`src/rtl/plic_pkg.sv`:
```
// plic_pkg: shared definitions for the PLIC target slice.
//
// Holds the default sizing of the target (source count, id width, priority
// width) and the per-source gateway state encoding. The same encoding is
// used by the gateway, the priority-index tree and the claim/complete
// register logic, so it lives here rather than in any one module.
//
// Optional build macro: PLIC_EDGE_EN (edge-triggered sources, see
// plic_gateway_cell).
package plic_pkg;

  // Default configuration: 15 sources, ids 1..15, id 0 reserved for "none".
  localparam int NSRC_DEF = 15;
  localparam int IDW_DEF  = 4;
  localparam int PRW_DEF  = 3;

  // Gateway state encoding (2-bit, legacy-compatible constants).
  typedef logic [1:0] gw_state_t;
  localparam gw_state_t GW_IDLE    = 2'd0;
  localparam gw_state_t GW_PEND    = 2'd1;
  localparam gw_state_t GW_CLAIMED = 2'd2;

  // True when a one-cycle strobe carries the id of the given source.
  // Source k owns id k+1; id 0 and ids above the source count never match
  // because no source owns them.
  function automatic logic id_hit(input logic             strobe,
                                  input logic [IDW_DEF-1:0] id,
                                  input logic [IDW_DEF-1:0] src_id);
    return strobe && (id == src_id);
  endfunction

endpackage

```
`src/rtl/plic_gateway_if.sv`:
```
// plic_gateway_if: claim/complete notification bundle between the
// hart-facing claim/complete register logic (master) and the gateway
// array (slave).
//
// Signals:
//   claim_i        one-cycle claim strobe
//   claim_id_i     id being claimed
//   complete_i     one-cycle completion strobe
//   complete_id_i  id being completed
//
// Optional build macro: none.
interface plic_gateway_if #(
  parameter int IDW = plic_pkg::IDW_DEF
);

  logic           claim_i;
  logic [IDW-1:0] claim_id_i;
  logic           complete_i;
  logic [IDW-1:0] complete_id_i;

  modport master (
    output claim_i,
    output claim_id_i,
    output complete_i,
    output complete_id_i
  );

  modport slave (
    input claim_i,
    input claim_id_i,
    input complete_i,
    input complete_id_i
  );

endinterface

```
`src/rtl/plic_gateway_cell.sv`:
```
// plic_gateway_cell: one interrupt source's gateway.
//
// Tracks IDLE -> PEND -> CLAIMED -> IDLE for a single source. A request is
// only accepted in IDLE, so the gateway is closed while the source is
// pending or in service. Once pending, the source cannot withdraw it.
//
// Ports:
//   clk           system clock
//   rst_n         asynchronous active-low reset (state -> IDLE)
//   src           raw interrupt line, synchronous to clk
//   edge_mode     1 = edge-triggered, 0 = level (only with PLIC_EDGE_EN)
//   claim_hit     claim strobe addressed to this source
//   complete_hit  complete strobe addressed to this source
//   pending       1 while the source is in PEND
//
// Optional build macro: PLIC_EDGE_EN. When defined, edge-mode sources
// detect rising edges against a registered copy of src and keep a one-deep
// latch of an edge that arrives while the gateway is closed; that latch
// re-requests the source once it is back in IDLE. When undefined, every
// source is level-triggered and no extra flops exist.
module plic_gateway_cell
  import plic_pkg::*;
(
  input  logic clk,
  input  logic rst_n,
  input  logic src,
  input  logic edge_mode,
  input  logic claim_hit,
  input  logic complete_hit,
  output logic pending
);

  gw_state_t state;
  gw_state_t state_nxt;
  logic      req;

`ifdef PLIC_EDGE_EN
  logic src_q;
  logic edge_q;
  logic edge_q_nxt;
  logic rise;

  assign rise = src & ~src_q;

  // A latched edge counts as a request regardless of the current mode so a
  // stored event is never lost if the mode is changed while it waits.
  assign req = (edge_mode ? rise : src) | edge_q;

  // The latch is consumed on the IDLE cycle that turns it into PEND. Edges
  // seen while closed set it; any further edges are simply absorbed.
  always_comb begin
    edge_q_nxt = edge_q;
    if (state == GW_IDLE) begin
      edge_q_nxt = 1'b0;
    end else if (edge_mode && rise) begin
      edge_q_nxt = 1'b1;
    end
  end

  always_ff @(posedge clk or negedge rst_n) begin
    if (!rst_n) begin
      src_q  <= 1'b0;
      edge_q <= 1'b0;
    end else begin
      src_q  <= src;
      edge_q <= edge_q_nxt;
    end
  end
`else
  logic unused_edge_mode;

  assign unused_edge_mode = edge_mode;
  assign req              = src;
`endif

  // Completion always lands in IDLE first; a source still requesting is
  // picked up from IDLE on the following edge (no CLAIMED -> PEND bypass).
  always_comb begin
    state_nxt = state;
    case (state)
      GW_IDLE:    if (req)          state_nxt = GW_PEND;
      GW_PEND:    if (claim_hit)    state_nxt = GW_CLAIMED;
      GW_CLAIMED: if (complete_hit) state_nxt = GW_IDLE;
      default:                      state_nxt = GW_IDLE;
    endcase
  end

  always_ff @(posedge clk or negedge rst_n) begin
    if (!rst_n) begin
      state <= GW_IDLE;
    end else begin
      state <= state_nxt;
    end
  end

  assign pending = (state == GW_PEND);

endmodule

```
`src/rtl/plic_gateway.sv`:
```
// plic_gateway: gateway array and pending bits for one PLIC target.
//
// One plic_gateway_cell per source turns raw lines into pending/claimed
// state. This level decodes claim/complete ids into per-source strobes and
// packs the id and priority vectors consumed by the priority-index tree.
//
// Ports:
//   clk        system clock
//   rst_n      asynchronous active-low reset
//   src_i      raw interrupt lines (NSRC), synchronous to clk
//   edge_i     per-source edge mode (used only with PLIC_EDGE_EN)
//   enable_i   per-source enable for this target
//   prio_i     per-source priority, slot k at [k*PRW +: PRW]
//   cc         claim/complete notifications (plic_gateway_if.slave)
//   pending_o  registered pending bits
//   id_o       slot k = k+1 when pending and enabled, else 0
//   prio_o     slot k = prio_i slot k when pending and enabled, else 0
//
// Optional build macro: PLIC_EDGE_EN (edge-triggered sources).
module plic_gateway
  import plic_pkg::*;
#(
  parameter int NSRC = NSRC_DEF,
  parameter int IDW  = IDW_DEF,
  parameter int PRW  = PRW_DEF
) (
  input  logic                clk,
  input  logic                rst_n,
  input  logic [NSRC-1:0]     src_i,
  input  logic [NSRC-1:0]     edge_i,
  input  logic [NSRC-1:0]     enable_i,
  input  logic [NSRC*PRW-1:0] prio_i,
  plic_gateway_if.slave       cc,
  output logic [NSRC-1:0]     pending_o,
  output logic [NSRC*IDW-1:0] id_o,
  output logic [NSRC*PRW-1:0] prio_o
);

  for (genvar k = 0; k < NSRC; k++) begin : g_src
    localparam logic [IDW-1:0] SRC_ID = IDW'(k + 1);

    logic claim_hit;
    logic complete_hit;
    logic active;

    // Ids 0 and > NSRC decode to no source at all, so they are dropped here.
    assign claim_hit    = cc.claim_i    && (cc.claim_id_i    == SRC_ID);
    assign complete_hit = cc.complete_i && (cc.complete_id_i == SRC_ID);

    plic_gateway_cell u_cell (
      .clk          (clk),
      .rst_n        (rst_n),
      .src          (src_i[k]),
      .edge_mode    (edge_i[k]),
      .claim_hit    (claim_hit),
      .complete_hit (complete_hit),
      .pending      (pending_o[k])
    );

    // Enable only masks what the tree sees; pending keeps accumulating.
    assign active                 = pending_o[k] & enable_i[k];
    assign id_o[k*IDW +: IDW]     = active ? SRC_ID : '0;
    assign prio_o[k*PRW +: PRW]   = active ? prio_i[k*PRW +: PRW] : '0;
  end

endmodule

```
`src/flat_wrapper.sv`:
```
// flat-port wrapper written by rule: the top's interface ports become plain ports
module plic_gateway_flat import plic_pkg::*;
#(
  parameter int NSRC = NSRC_DEF,
  parameter int IDW  = IDW_DEF,
  parameter int PRW  = PRW_DEF
)
  (clk, rst_n, src_i, edge_i, enable_i, prio_i, pending_o, id_o, prio_o, cc_claim_i, cc_claim_id_i, cc_complete_i, cc_complete_id_i);
  plic_gateway_if #(.IDW(IDW)) cc_i ();
  input  logic clk;
  input  logic rst_n;
  input  logic [NSRC-1:0] src_i;
  input  logic [NSRC-1:0] edge_i;
  input  logic [NSRC-1:0] enable_i;
  input  logic [NSRC*PRW-1:0] prio_i;
  output logic [NSRC-1:0] pending_o;
  output logic [NSRC*IDW-1:0] id_o;
  output logic [NSRC*PRW-1:0] prio_o;
  input wire logic [$bits(cc_i.claim_i)-1:0] cc_claim_i;
  input wire logic [$bits(cc_i.claim_id_i)-1:0] cc_claim_id_i;
  input wire logic [$bits(cc_i.complete_i)-1:0] cc_complete_i;
  input wire logic [$bits(cc_i.complete_id_i)-1:0] cc_complete_id_i;
  assign cc_i.claim_i = cc_claim_i;
  assign cc_i.claim_id_i = cc_claim_id_i;
  assign cc_i.complete_i = cc_complete_i;
  assign cc_i.complete_id_i = cc_complete_id_i;
  plic_gateway #(.NSRC(NSRC), .IDW(IDW), .PRW(PRW)) u_core (.clk(clk), .rst_n(rst_n), .src_i(src_i), .edge_i(edge_i), .enable_i(enable_i), .prio_i(prio_i), .cc(cc_i), .pending_o(pending_o), .id_o(id_o), .prio_o(prio_o));
endmodule
```
`config.mk`:
```
export PLATFORM = sky130hd
export DESIGN_NAME = plic_gateway_flat
export DESIGN_NICKNAME = d
export VERILOG_FILES = /design/src/rtl/plic_pkg.sv /design/src/rtl/plic_gateway_if.sv /design/src/rtl/plic_gateway_cell.sv /design/src/rtl/plic_gateway.sv /design/src/flat_wrapper.sv
export SDC_FILE = /design/constraint.sdc
export NUM_CORES = 1
export LEC_CHECK = 0
export CAP_MARGIN = 15
export CORE_ASPECT_RATIO = 0.75
export CORE_MARGIN = 4
export CORE_UTILIZATION = 34
export DETAILED_ROUTE_END_ITERATION = 16
export HOLD_SLACK_MARGIN = 0.02
export PLACE_DENSITY = 0.93
export SYNTH_ARGS = -nofsm -noshare
export SYNTH_HDL_FRONTEND = slang
export SYNTH_SLANG_ARGS = --single-unit
```
`constraint.sdc`:
```
create_clock -name clk -period 1.9 [get_ports clk]
set_input_delay 0.19 -clock clk [delete_from_list [all_inputs] [get_ports clk]]
set_output_delay 0.19 -clock clk [all_outputs]
set_load 0.02 [all_outputs]
```
==> metrics.cfg <==
[synthesis]
ys_types=31
synth_top_area_share_pct=31.2
synth.avg_cell_area_um2=8.46
synth.most_common_cell=buf_4
synth_cells=285
syn-cell-area_um2=2410
yosys_warnings=0
ys_ff_latch=30
synth_common_cells=buf_4, and3_1, dfrtp_1, nor2b_1, o21ai_0
synth_ff_type=dfrtp_1
yosys-top-cells-area=dfrtp_1, buf_4, and3_1
synth_area_leader_cell=dfrtp_1
ys_async_sr_fraction_pct=100
synth_edf_count=0
ys_seq_area_share_pct=31.2

[clock_tree]
cts-buffers-inserted=5
h-tree-depth=2
clock_latency_ps=290
root_buffer=clkbuf_8
cts.clk_slew.worst_paths_ps=70
postCtsHoldBufs=0
cts_buffer_depth=2
clock-sinks=30
tritoncts=yes

[setup_path]
reg2reg_slack_ps=890
path_class=reg2out
reg2reg_depth=4
path_buf_inv=1
end_kind=output pin
path_max_fanout=5
startpoint_type=register
rr_endpoint=u_core.g_src[14].u_cell.state[1]
rr_startpoint=u_core.g_src[14].u_cell.state[0]
arrival_ps=1670
critPathRequiredTime_ps=1710
crit_chain=nor2b_2 -> and3_1 -> clkdlybuf4s50_1
slowest_stage=clkdlybuf4s50_1
critPathTopFamily=buffers and inverters
slowest_delay_ps=600

[detailed_routing]
drt_iter0_drc=67
postRouteAntennaNets=0
via_per_inst=4.70
dr.pass1.iters=4
wl_per_cell_um=15.3
drc_errors=0
drt_wl_total_um=7990
dr_total_vias=2448

[sta]
timing.fmax_ghz=0.539
finalHoldViolations=0
tns_ps=0
period_needed_ps=1860
clock-skew-final_ps=2.24
slew_violations=0
setup_viol=0
holdWs_ps=283
min_period_over_period_pct=97.6

[cells_and_area]
drive_above_1_share_pct=7.80
diodes=0
reg.largest.list=u_core.g_src.u_cell.state (30)
top_register=u_core.g_src.u_cell.state
final_area_um2=4150
area.growth.synth_to_final_pct=72.1
largest_reg_flops=30
layout.nets=524

[global_routing]
grt.overflow.total=0
grt_pass1_vias=2391
track_usage_pct=17.2
grt_max_degree=31
antenna_found_initial=0
grt_pass1_wl_um=11700

[placement]
placed_cell_area_um2=3860
place_congestion=0.777
hpwl_um=6420
io_buffers=178

[pwr]
p_leak_nw=2.53
power_density_nw_per_um2=534
peakVddDrop_mv=0.300
finalPower_w=0.00221

[job]
drv_cap=0

[die]
dieArea_um2=8510
initial_core_util_pct=35.1
die_h_um=80.9
rows=26
die_x_um=105
io_pins=222
core_um2=6860

[status]
status=finished, final reports clean

[min_path]
hp-class=in2async

## through the flow
stage | instances | setup slack [ps] | utilization (%)
2_1_floorplan | 312 | 763 | -
3_3_place_gp | 513 | 192 | 56.3
3_5_place_dp | 513 | 141 | 56.3
4_1_cts | 521 | 0.0517 | 58.5
5_1_grt | 521 | -11.4 | 60.4
6_report | 521 | 44.7 | 60.4
## logic make-up (layout without fill, tap and decap cells)
group	count (synthesis)	count (layout)	synth area share, %
buffers and inverters	84	195	25.3
other	1	28	0.156
DFF	30	30	31.2
and+or+nand+nor	130	130	31.7
AOI/OAI and AO/OA	40	40	11.6
## area by class of cell
type	instances	area, um2
fillers	584	2720
repair buffers	185	1930
multi-input cells	198	1240
flip-flops and latches	30	751
well taps	98	123
clock buffers	6	82.6
clock inverters	2	12.5
inverters	2	7.51
## layout by cell type (no fill, tap or decap), drive strengths merged, types with 7 or more instances in the layout
master           n
clkdlybuf4s50  104
dlymetal6s2s    49
and3            47
dfrtp           30
conb            28
dlygate4sd2     25
nor2b           23
o21ai           18
and2            15
nor2            13
nand3           11
a311oi          11
nand2            8
buf              7
## power by group
group | internal, W | switching (W)
registers | 0.000669 | 0.0000333
logic | 0.000479 | 0.000472
clock network | 0.000291 | 0.000270
## worst max path at each step
stage	start	end	slack, ps	cells past startpoint
after detailed placement	u_core.g_src[6].u_cell.state[0]	id_o[24]	140	3
after global placement	u_core.g_src[12].u_cell.state[0]	id_o[48]	190	3
final	u_core.g_src[14].u_cell.state[1]	prio_o[44]	40	3
after CTS	u_core.g_src[2].u_cell.state[1]	prio_o[6]	0.05	3
after floorplan	u_core.g_src[6].u_cell.state[0]	id_o[24]	760	3
after global routing	u_core.g_src[3].u_cell.state[0]	id_o[14]	-10	3
## what timing repair did
item / 4_1_cts / 5_1_grt
endpoints found under the setup margin: 84 / 49
setup buffers: 0 / 0
resized for setup: 50 / 50
## routing by layer
layer  wire length, um  track usage, %  up-vias
met2              4130            31.7      131
met4                48            3.15        0
met1              3150            19.8     1138
met5                 0               0        -
li1                  -               -     1173
met3               659            5.64        6
No activity file was read; power rests on OpenSTA's default activity.
